## src/rtl/id_ex_stage.sv

```systemverilog
// ---------------------------------------------------------------------------
// id_ex_stage
//
// ID/EX pipeline register for the five-stage MIPS pipeline. It sits directly
// after the register file and registers the operands, register specifiers,
// sign-extended immediate and decoded controls for the EX stage. It also
// provides:
//   - a WB-to-ID write-through bypass, so a value being written back this
//     cycle is captured instead of the stale register file read,
//   - load-use hazard detection, which stalls PC/IF-ID and inserts a bubble,
//   - branch/jump flush, which also inserts a bubble,
//   - a saturating count of inserted bubbles.
//
// Ports:
//   Clk, Rst               clock; asynchronous active-high reset
//   ReadData1/2            register file read data for Rs/Rt
//   Rs, Rt, Rd             ID-stage register specifiers
//   Imm16                  instruction immediate field
//   RegWrite..Branch       decoded ID controls
//   ALUOp                  decoded ALU operation
//   WBRegWrite/WriteReg/   writeback port presented to the register file
//   WBWriteData
//   Flush                  squash the ID instruction (taken branch/jump)
//   Stall                  combinational; PC and IF/ID must hold when 1
//   EX_*                   registered operands, specifiers and controls
//   BubbleCount            bubbles inserted since reset (saturating)
// ---------------------------------------------------------------------------
module id_ex_stage #(
    parameter int ALUOP_W = 4,
    parameter int CNT_W   = 16
) (
    input  logic               Clk,
    input  logic               Rst,
    input  logic [31:0]        ReadData1,
    input  logic [31:0]        ReadData2,
    input  logic [4:0]         Rs,
    input  logic [4:0]         Rt,
    input  logic [4:0]         Rd,
    input  logic [15:0]        Imm16,
    input  logic               RegWrite,
    input  logic               MemRead,
    input  logic               MemWrite,
    input  logic               MemToReg,
    input  logic               ALUSrc,
    input  logic               RegDst,
    input  logic               Branch,
    input  logic [ALUOP_W-1:0] ALUOp,
    input  logic               WBRegWrite,
    input  logic [4:0]         WBWriteRegister,
    input  logic [31:0]        WBWriteData,
    input  logic               Flush,
    output logic               Stall,
    output logic [31:0]        EX_ReadData1,
    output logic [31:0]        EX_ReadData2,
    output logic [31:0]        EX_Imm,
    output logic [4:0]         EX_Rs,
    output logic [4:0]         EX_Rt,
    output logic [4:0]         EX_Rd,
    output logic               EX_RegWrite,
    output logic               EX_MemRead,
    output logic               EX_MemWrite,
    output logic               EX_MemToReg,
    output logic               EX_ALUSrc,
    output logic               EX_RegDst,
    output logic               EX_Branch,
    output logic [ALUOP_W-1:0] EX_ALUOp,
    output logic [CNT_W-1:0]   BubbleCount
);

    logic [31:0] byp_a;
    logic [31:0] byp_b;
    logic [31:0] imm_ext;
    logic        bubble;

    // Write-through bypass: register 0 is hardwired to zero and never bypassed.
    always_comb begin
        byp_a = ReadData1;
        byp_b = ReadData2;
        if (WBRegWrite && (WBWriteRegister == Rs) && (Rs != 5'd0)) begin
            byp_a = WBWriteData;
        end
        if (WBRegWrite && (WBWriteRegister == Rt) && (Rt != 5'd0)) begin
            byp_b = WBWriteData;
        end
    end

    assign imm_ext = {{16{Imm16[15]}}, Imm16};

    // Load-use hazard: the load in EX targets a register the ID instruction
    // reads. After one bubble EX_MemRead is 0, so the stall lasts one cycle.
    assign Stall = EX_MemRead && (EX_Rt != 5'd0) && ((EX_Rt == Rs) || (EX_Rt == Rt));

    // Flush and stall both produce one identical bubble, so a simultaneous
    // flush and stall is counted once.
    assign bubble = Flush || Stall;

    always_ff @(posedge Clk or posedge Rst) begin
        if (Rst) begin
            EX_ReadData1 <= '0;
            EX_ReadData2 <= '0;
            EX_Imm       <= '0;
            EX_Rs        <= '0;
            EX_Rt        <= '0;
            EX_Rd        <= '0;
            EX_RegWrite  <= 1'b0;
            EX_MemRead   <= 1'b0;
            EX_MemWrite  <= 1'b0;
            EX_MemToReg  <= 1'b0;
            EX_ALUSrc    <= 1'b0;
            EX_RegDst    <= 1'b0;
            EX_Branch    <= 1'b0;
            EX_ALUOp     <= '0;
            BubbleCount  <= '0;
        end else if (bubble) begin
            EX_ReadData1 <= '0;
            EX_ReadData2 <= '0;
            EX_Imm       <= '0;
            EX_Rs        <= '0;
            EX_Rt        <= '0;
            EX_Rd        <= '0;
            EX_RegWrite  <= 1'b0;
            EX_MemRead   <= 1'b0;
            EX_MemWrite  <= 1'b0;
            EX_MemToReg  <= 1'b0;
            EX_ALUSrc    <= 1'b0;
            EX_RegDst    <= 1'b0;
            EX_Branch    <= 1'b0;
            EX_ALUOp     <= '0;
            // Saturate rather than wrap so the counter never under-reports.
            if (BubbleCount != {CNT_W{1'b1}}) begin
                BubbleCount <= BubbleCount + CNT_W'(1);
            end
        end else begin
            EX_ReadData1 <= byp_a;
            EX_ReadData2 <= byp_b;
            EX_Imm       <= imm_ext;
            EX_Rs        <= Rs;
            EX_Rt        <= Rt;
            EX_Rd        <= Rd;
            EX_RegWrite  <= RegWrite;
            EX_MemRead   <= MemRead;
            EX_MemWrite  <= MemWrite;
            EX_MemToReg  <= MemToReg;
            EX_ALUSrc    <= ALUSrc;
            EX_RegDst    <= RegDst;
            EX_Branch    <= Branch;
            EX_ALUOp     <= ALUOp;
        end
    end

endmodule

```

## config.mk

```make
export PLATFORM = sky130hd
export DESIGN_NAME = id_ex_stage
export DESIGN_NICKNAME = d
export VERILOG_FILES = /design/src/rtl/id_ex_stage.sv
export SDC_FILE = /design/constraint.sdc
export NUM_CORES = 1
export LEC_CHECK = 0
export BUFFER_PORTS_ARGS = -buffer_cell sky130_fd_sc_hd__buf_2
export CAP_MARGIN = 5
export CORE_AREA = 2 2 111 113
export CTS_CLUSTER_SIZE = 14
export DETAILED_ROUTE_END_ITERATION = 10
export DIE_AREA = 0 0 113 115
export GPL_ROUTABILITY_DRIVEN = 1
export MAX_ROUTING_LAYER = met4
export PLACE_DENSITY_LB_ADDON = 0.08
export SYNTH_ARGS = -nofsm -noshare
export SYNTH_HDL_FRONTEND = slang
export SYNTH_SLANG_ARGS = --single-unit
```

## constraint.sdc

```tcl
create_clock -name Clk -period 4.5 [get_ports Clk]
set_input_delay 0.675 -clock Clk [delete_from_list [all_inputs] [get_ports Clk]]
set_output_delay 0.675 -clock Clk [all_outputs]
set_load 0.02 [all_outputs]
```

==> results.ini, run 1 <==
[run_status]
status = complete, but fails checks
violations = design-rule violations

[power]
powerDensity_nw_per_um2 = 445.5
p_leak_nw = 3.674
ir_worst_vdd_mv = 0.2561

[yosys]
syn-cell-area_sq_um = 5119
ys_seq_elements = 122
synth-main-ff-cell = dfrtp_1
syn_inst = 423
yosys.area.top_type_share_pct = 59.64
synth_cell_types = 34
synth_edf_count = 0
netlist.top_cell.by_area = dfrtp_1
yosys_warnings = 0
avgSynthCellArea_sq_um = 12.10
syn_nets = 571
synth_seq_area_share_pct = 59.64
synth_area_leaders = dfrtp_1 (60%), mux2i_1 (13%), and2_1 (5.1%)
synthArstFlopShare_pct = 100.0

[floorplanning]
die-area_sq_um = 13000
rows = 40
start_util_pct = 43.34
ios = 286
core-area_sq_um = 11810
die_w_microns = 113
die_y_microns = 115

[global_routing]
antenna_found_initial = 0
grt_overflow_total = 0
gr-usage-all-layers_pct = 21.60
grt_pass1_wl_microns = 20670
grt_max_degree = 64
grt_pass1_vias = 3993

[cts]
clk_latency_ns = 0.41
clock_sinks = 122
ctsHoldBuffers = 0
clk_path_buf_depth = 2
h-tree-depth = 4
cts.repair.resized = 0
cts_tree = built
path_clk_slew_ns = 0.05
cts_setup_buffers = 0
cts_buffers = 17
cts_root_buffer = clkbuf_16

[sta]
fin_setup_tns_ns = 0
slew_headroom_pct = 27.05
rsz0062_at_grt = false
setup_viol = 0
finalMaxSlewViolations = 0
fin_crit_sh_pct = 55.71
period_minus_slack_ns = 2.507
hold_violations = 0
skew_ns = 0.005554
fmax_ghz = 0.3989
worstMarginPinSlew_ns = 1.085
hold_ws_ns = 0.4078
setup_ws_ns = 1.993

[setup_path]
critPathLaunch = EX_Rt[3]$_DFF_PP0_
cp-end-kind = output port
r2r_start = BubbleCount[0]$_DFFE_PP0P_
setup.worst_path.end = Stall
reg2regPathDepth = 5
r2r_end = BubbleCount[1]$_DFFE_PP0P_
cp-start-kind = flip-flop
path_max_fanout = 4
required_ns = 3.83
criticalPathCategory = reg -> out
r2r_slack_ns = 2.02
crit_arrival_ns = 1.83

[final_layout]
nNetsFinal = 844
area_growth_pct = 39.45
multi_input_area_sq_um = 1837
antenna_cells = 0
register_area_sq_um = 3053
nFillCells = 1019
final_layout_size_suffix_gt1_share_pct = 46.96

[drt]
wl_per_cell_microns = 15.85
routed_via_density = 4.727
remaining_drc_errors = 19
postRouteAntennaNets = 0
routed_wl_microns = 13540
drt-initial-drc-count = 243
first_pass_iters = 10
num_vias = 4037

[placement]
dpl.hpwl_microns = 10090
gp_congestion = 0.9297
dp_slack_ns = 1.724
portBuffers = 285

[run]
max_cap_violations = 0

[worst_hold_path]
hp-class = in -> async

where the power goes:
part,internal [mW],total (mW),switching (mW)
registers,1.20,1.29,0.0859
clock network,0.884,1.33,0.448
logic,0.216,0.561,0.345
placed cells by master (no fill, tap or decap), drive strengths merged:
cell type	instances
mux2	2
and2	42
a21oi	6
mux2i	64
clkbuf	20
nand2	11
bufinv	3
a41oi	1
xor2	14
nand3	6
buf	290
o22ai	1
and4	1
nor2	69
nor3	11
xnor2	15
nand2b	1
or4	1
nand4	4
and3	3
ha	1
inv	1
nor4	8
clkinv	7
a31o	1
a31oi	2
dfrtp	122
routing by layer:
| metal | vias to the layer above | wire length [microns] | global-route usage, % |
|---|---|---|---|
| met5 | - | 0 | - |
| met2 | 177 | 6803 | 34.73 |
| li1 | 1937 | - | - |
| met4 | 0 | 297 | 8.618 |
| met3 | 24 | 1008 | 6.168 |
| met1 | 1899 | 5429 | 25.88 |
final cells by class:
type,count,share of cell area [%]
clock buffers,20,6.398
clock inverters,10,1.753
inverters,1,0.08764
multi-input cells,264,25.73
flip-flops and latches,122,42.77
well taps,147,2.577
repair buffers,290,20.68
worst max-delay path: stages, from the launching register on:
cell and delay, ns:
dfrtp_1 0.44, xnor2_1 0.20, nand3_1 0.12, o22ai_2 0.30, and3_1 0.20, buf_2 0.17
sequential cells by signal, summed over array words and instances, names as in the netlist, 4 cells and up:
register and cells:
EX_Rs 5, EX_Imm 16, EX_ReadData1 32, EX_Rd 5, EX_Rt 5, EX_ALUOp 4, BubbleCount 16, EX_ReadData2 32
how the worst min path moves through the flow:
stage	from	depth (start not counted)	end
2_1_floorplan	BubbleCount[15]$_DFFE_PP0P_	1	BubbleCount[15]$_DFFE_PP0P_
3_3_place_gp	BubbleCount[6]$_DFFE_PP0P_	1	BubbleCount[6]$_DFFE_PP0P_
3_5_place_dp	BubbleCount[6]$_DFFE_PP0P_	1	BubbleCount[6]$_DFFE_PP0P_
4_1_cts	Rst	2	EX_ALUSrc$_DFF_PP0_
5_1_grt	Rd[0]	2	EX_Rd[0]$_DFF_PP0_
6_report	Rst	2	EX_MemWrite$_DFF_PP0_
Yosys cell counts, types with 2 or more instances:
cell type / instances
dfrtp_1: 122
nor2_1: 68
mux2i_1: 64
and2_1: 42
buf_4: 22
xnor2_1: 15
xor2_1: 14
nand2_1: 11
nor3_1: 8
nor4_1: 7
a21oi_1: 6
buf_2: 6
nand3_1: 6
clkbuf_1: 4
clkbuf_2: 3
nand4_1: 3
nor3_2: 3
and3_1: 2
mux2_2: 2
through the flow:
step / std cells / power [mW] / util, % / cell area (sq um)
after floorplan: 423 / 1.638 / - / 5119
after global placement: 824 / 1.860 / 55.51 / 6556
after detailed placement: 824 / 1.872 / 55.51 / 6556
after CTS: 854 / 3.222 / 60.43 / 7138
after global routing: 854 / 3.325 / 60.43 / 7138
final: 854 / 3.180 / 60.43 / 7138
cell families (layout without fill, tap and decap cells):
logic type      count (synthesis)  count (layout)  share of synthesized area (%)
fa+ha+maj                       1               1                         0.2444
xor+xnor                       29              29                          4.962
flops                         122             122                          59.64
compound gates                 11              11                          1.711
simple gates                  157             157                          15.79
buf+inv                        37             321                          4.693
mux                            66              66                          12.96
Power figures use the tool's default switching activity.
==> inputs of run 2 (changes only) <==
- CORE_AREA: 2 2 111 113 -> default
- CORE_UTILIZATION: default -> 40
- DIE_AREA: 0 0 113 115 -> default
- clock period: 4.5 -> 2.2 ns (I/O delays scaled with it)
==> results.ini, run 2 (synthesis results as in run 1) <==
[floorplanning]
rows = 40
core-area_sq_um = 12260
die-area_sq_um = 13250
die_w_microns = 115.1
die_y_microns = 115.1
start_util_pct = 41.74
ios = 286

[sta]
fmax_ghz = 0.4798
worstMarginPinSlew_ns = 0.9439
fin_crit_sh_pct = 94.73
period_minus_slack_ns = 2.084
setup_ws_ns = 0.1158
hold_violations = 0
skew_ns = 0.008062
slew_headroom_pct = 36.87
setup_viol = 0
finalMaxSlewViolations = 0
rsz0062_at_grt = false

[placement]
dpl.hpwl_microns = 9822
gp_congestion = 0.7845
dp.cells = 858
portBuffers = 285
dp_slack_ns = -0.1214

[setup_path]
cp-start-kind = flip-flop
cp-end-kind = output port
crit_chain = xnor2_1 -> nand3_1 -> o22ai_4 -> and3_1 -> buf_2
critPathLaunch = EX_Rt[4]$_DFF_PP0_
slowest_delay_ns = 0.42
crit_buf_inv = 1
cp_top_family = flip-flops
r2r_slack_ns = 0.27
required_ns = 1.87
path_max_fanout = 4
crit_arrival_ns = 1.75
criticalPathCategory = reg -> out
r2r_start = EX_Rt[4]$_DFF_PP0_
cp_slowest_cell = dfrtp_1

[power]
p_leak_nw = 3.690
ir_worst_vdd_mv = 0.5828
powerDensity_nw_per_um2 = 848.4

[cts]
clock_sinks = 122
path_clk_slew_ns = 0.05
cts_setup_buffers = 0
cts_buffers = 17
h-tree-depth = 4
cts_root_buffer = clkbuf_16
cts_tree = built
clk_path_buf_depth = 2
ctsHoldBuffers = 0
clk_latency_ns = 0.41

[global_routing]
grt_pass1_vias = 4163
grt_pass1_wl_microns = 20690
grt_max_degree = 123
gr-usage-all-layers_pct = 21.63
grt_overflow_total = 0
antenna_found_initial = 0

[drt]
num_vias = 4105
routed_wl_microns = 13280
remaining_drc_errors = 0
routed_via_density = 4.623
wl_per_cell_microns = 14.96
drt-initial-drc-count = 233
first_pass_iters = 6
postRouteAntennaNets = 0

[final_layout]
finalNonFillerCells = 888
antenna_cells = 0
register_area_sq_um = 3053
multi_input_area_sq_um = 1844
nNetsFinal = 857
reg_top3 = EX_ReadData1 x32, EX_ReadData2 x32
mostFrequentLayoutCell = buf_2
area_growth_pct = 40.97
nFillCells = 1065
final_layout_size_suffix_gt1_share_pct = 46.94
final_cell_mix = buf_2 (285), dfrtp_1 (122), nor2_1 (68), mux2i_1 (64), and2_1 (42)

[run_status]
status = completed

[run]
max_cap_violations = 0

[worst_hold_path]
hp-class = in -> async

[run 2: where the power goes]
group          total (mW)  internal [mW]  switching, mW
Sequential           2.63           2.46          0.166
Combinational        1.17          0.466          0.706
Clock                2.32           1.44          0.882
Total                6.12           4.37           1.75
[run 2: layer usage]
metal,share of wire (%),up-vias,global-route usage (%)
met5,0,-,-
met4,1.8,0,8.658
met3,7.4,18,7.011
met2,51,183,36.06
met1,39,1944,23.97
li1,-,1960,-
[run 2: final timing paths]
path / to / cells after the start
worst max-delay path: Stall / 5
worst min-delay path: EX_Rd[0]$_DFF_PP0_ / 3
worst max register to register: BubbleCount[1]$_DFFE_PP0P_ / 6
worst min register to register: BubbleCount[15]$_DFFE_PP0P_ / 1
max in group asynchronous: EX_Imm[30]$_DFF_PP0_ / 3
min in group Clk: EX_MemRead$_DFF_PP0_ / 2
[run 2: repair_timing]
action,CTS,global route
endpoints found under the hold margin,0,0
gates resized for setup,0,1
setup endpoints to repair,0,1
[run 2: final cells by class]
| cell class | instances | share of cell area (%) |
|---|---|---|
| well taps | 168 | 2.913 |
| multi-input cells | 264 | 25.56 |
| clock buffers | 26 | 6.503 |
| repair buffers | 303 | 22.33 |
| flip-flops and latches | 122 | 42.31 |
| inverters | 1 | 0.1040 |
| clock inverters | 4 | 0.2774 |
[run 2: worst min-delay path: cells and delay by family]
family | cells | cell delay, ns
buffers and inverters | 3 | 0.62
[run 2: metrics by stage]
step	utilization (%)	hold WS (ns)	power, mW	setup TNS (ns)	instance area (sq um)
after floorplan	-	0.4586	3.351	0	5122
after global placement	54.80	0.4821	3.822	-0.1884	6719
after detailed placement	54.80	0.4881	3.843	-1.744	6719
after CTS	58.79	0.1067	6.198	0	7208
after global routing	58.85	0.1068	6.435	0	7216
final	58.85	0.08223	6.122	0	7216
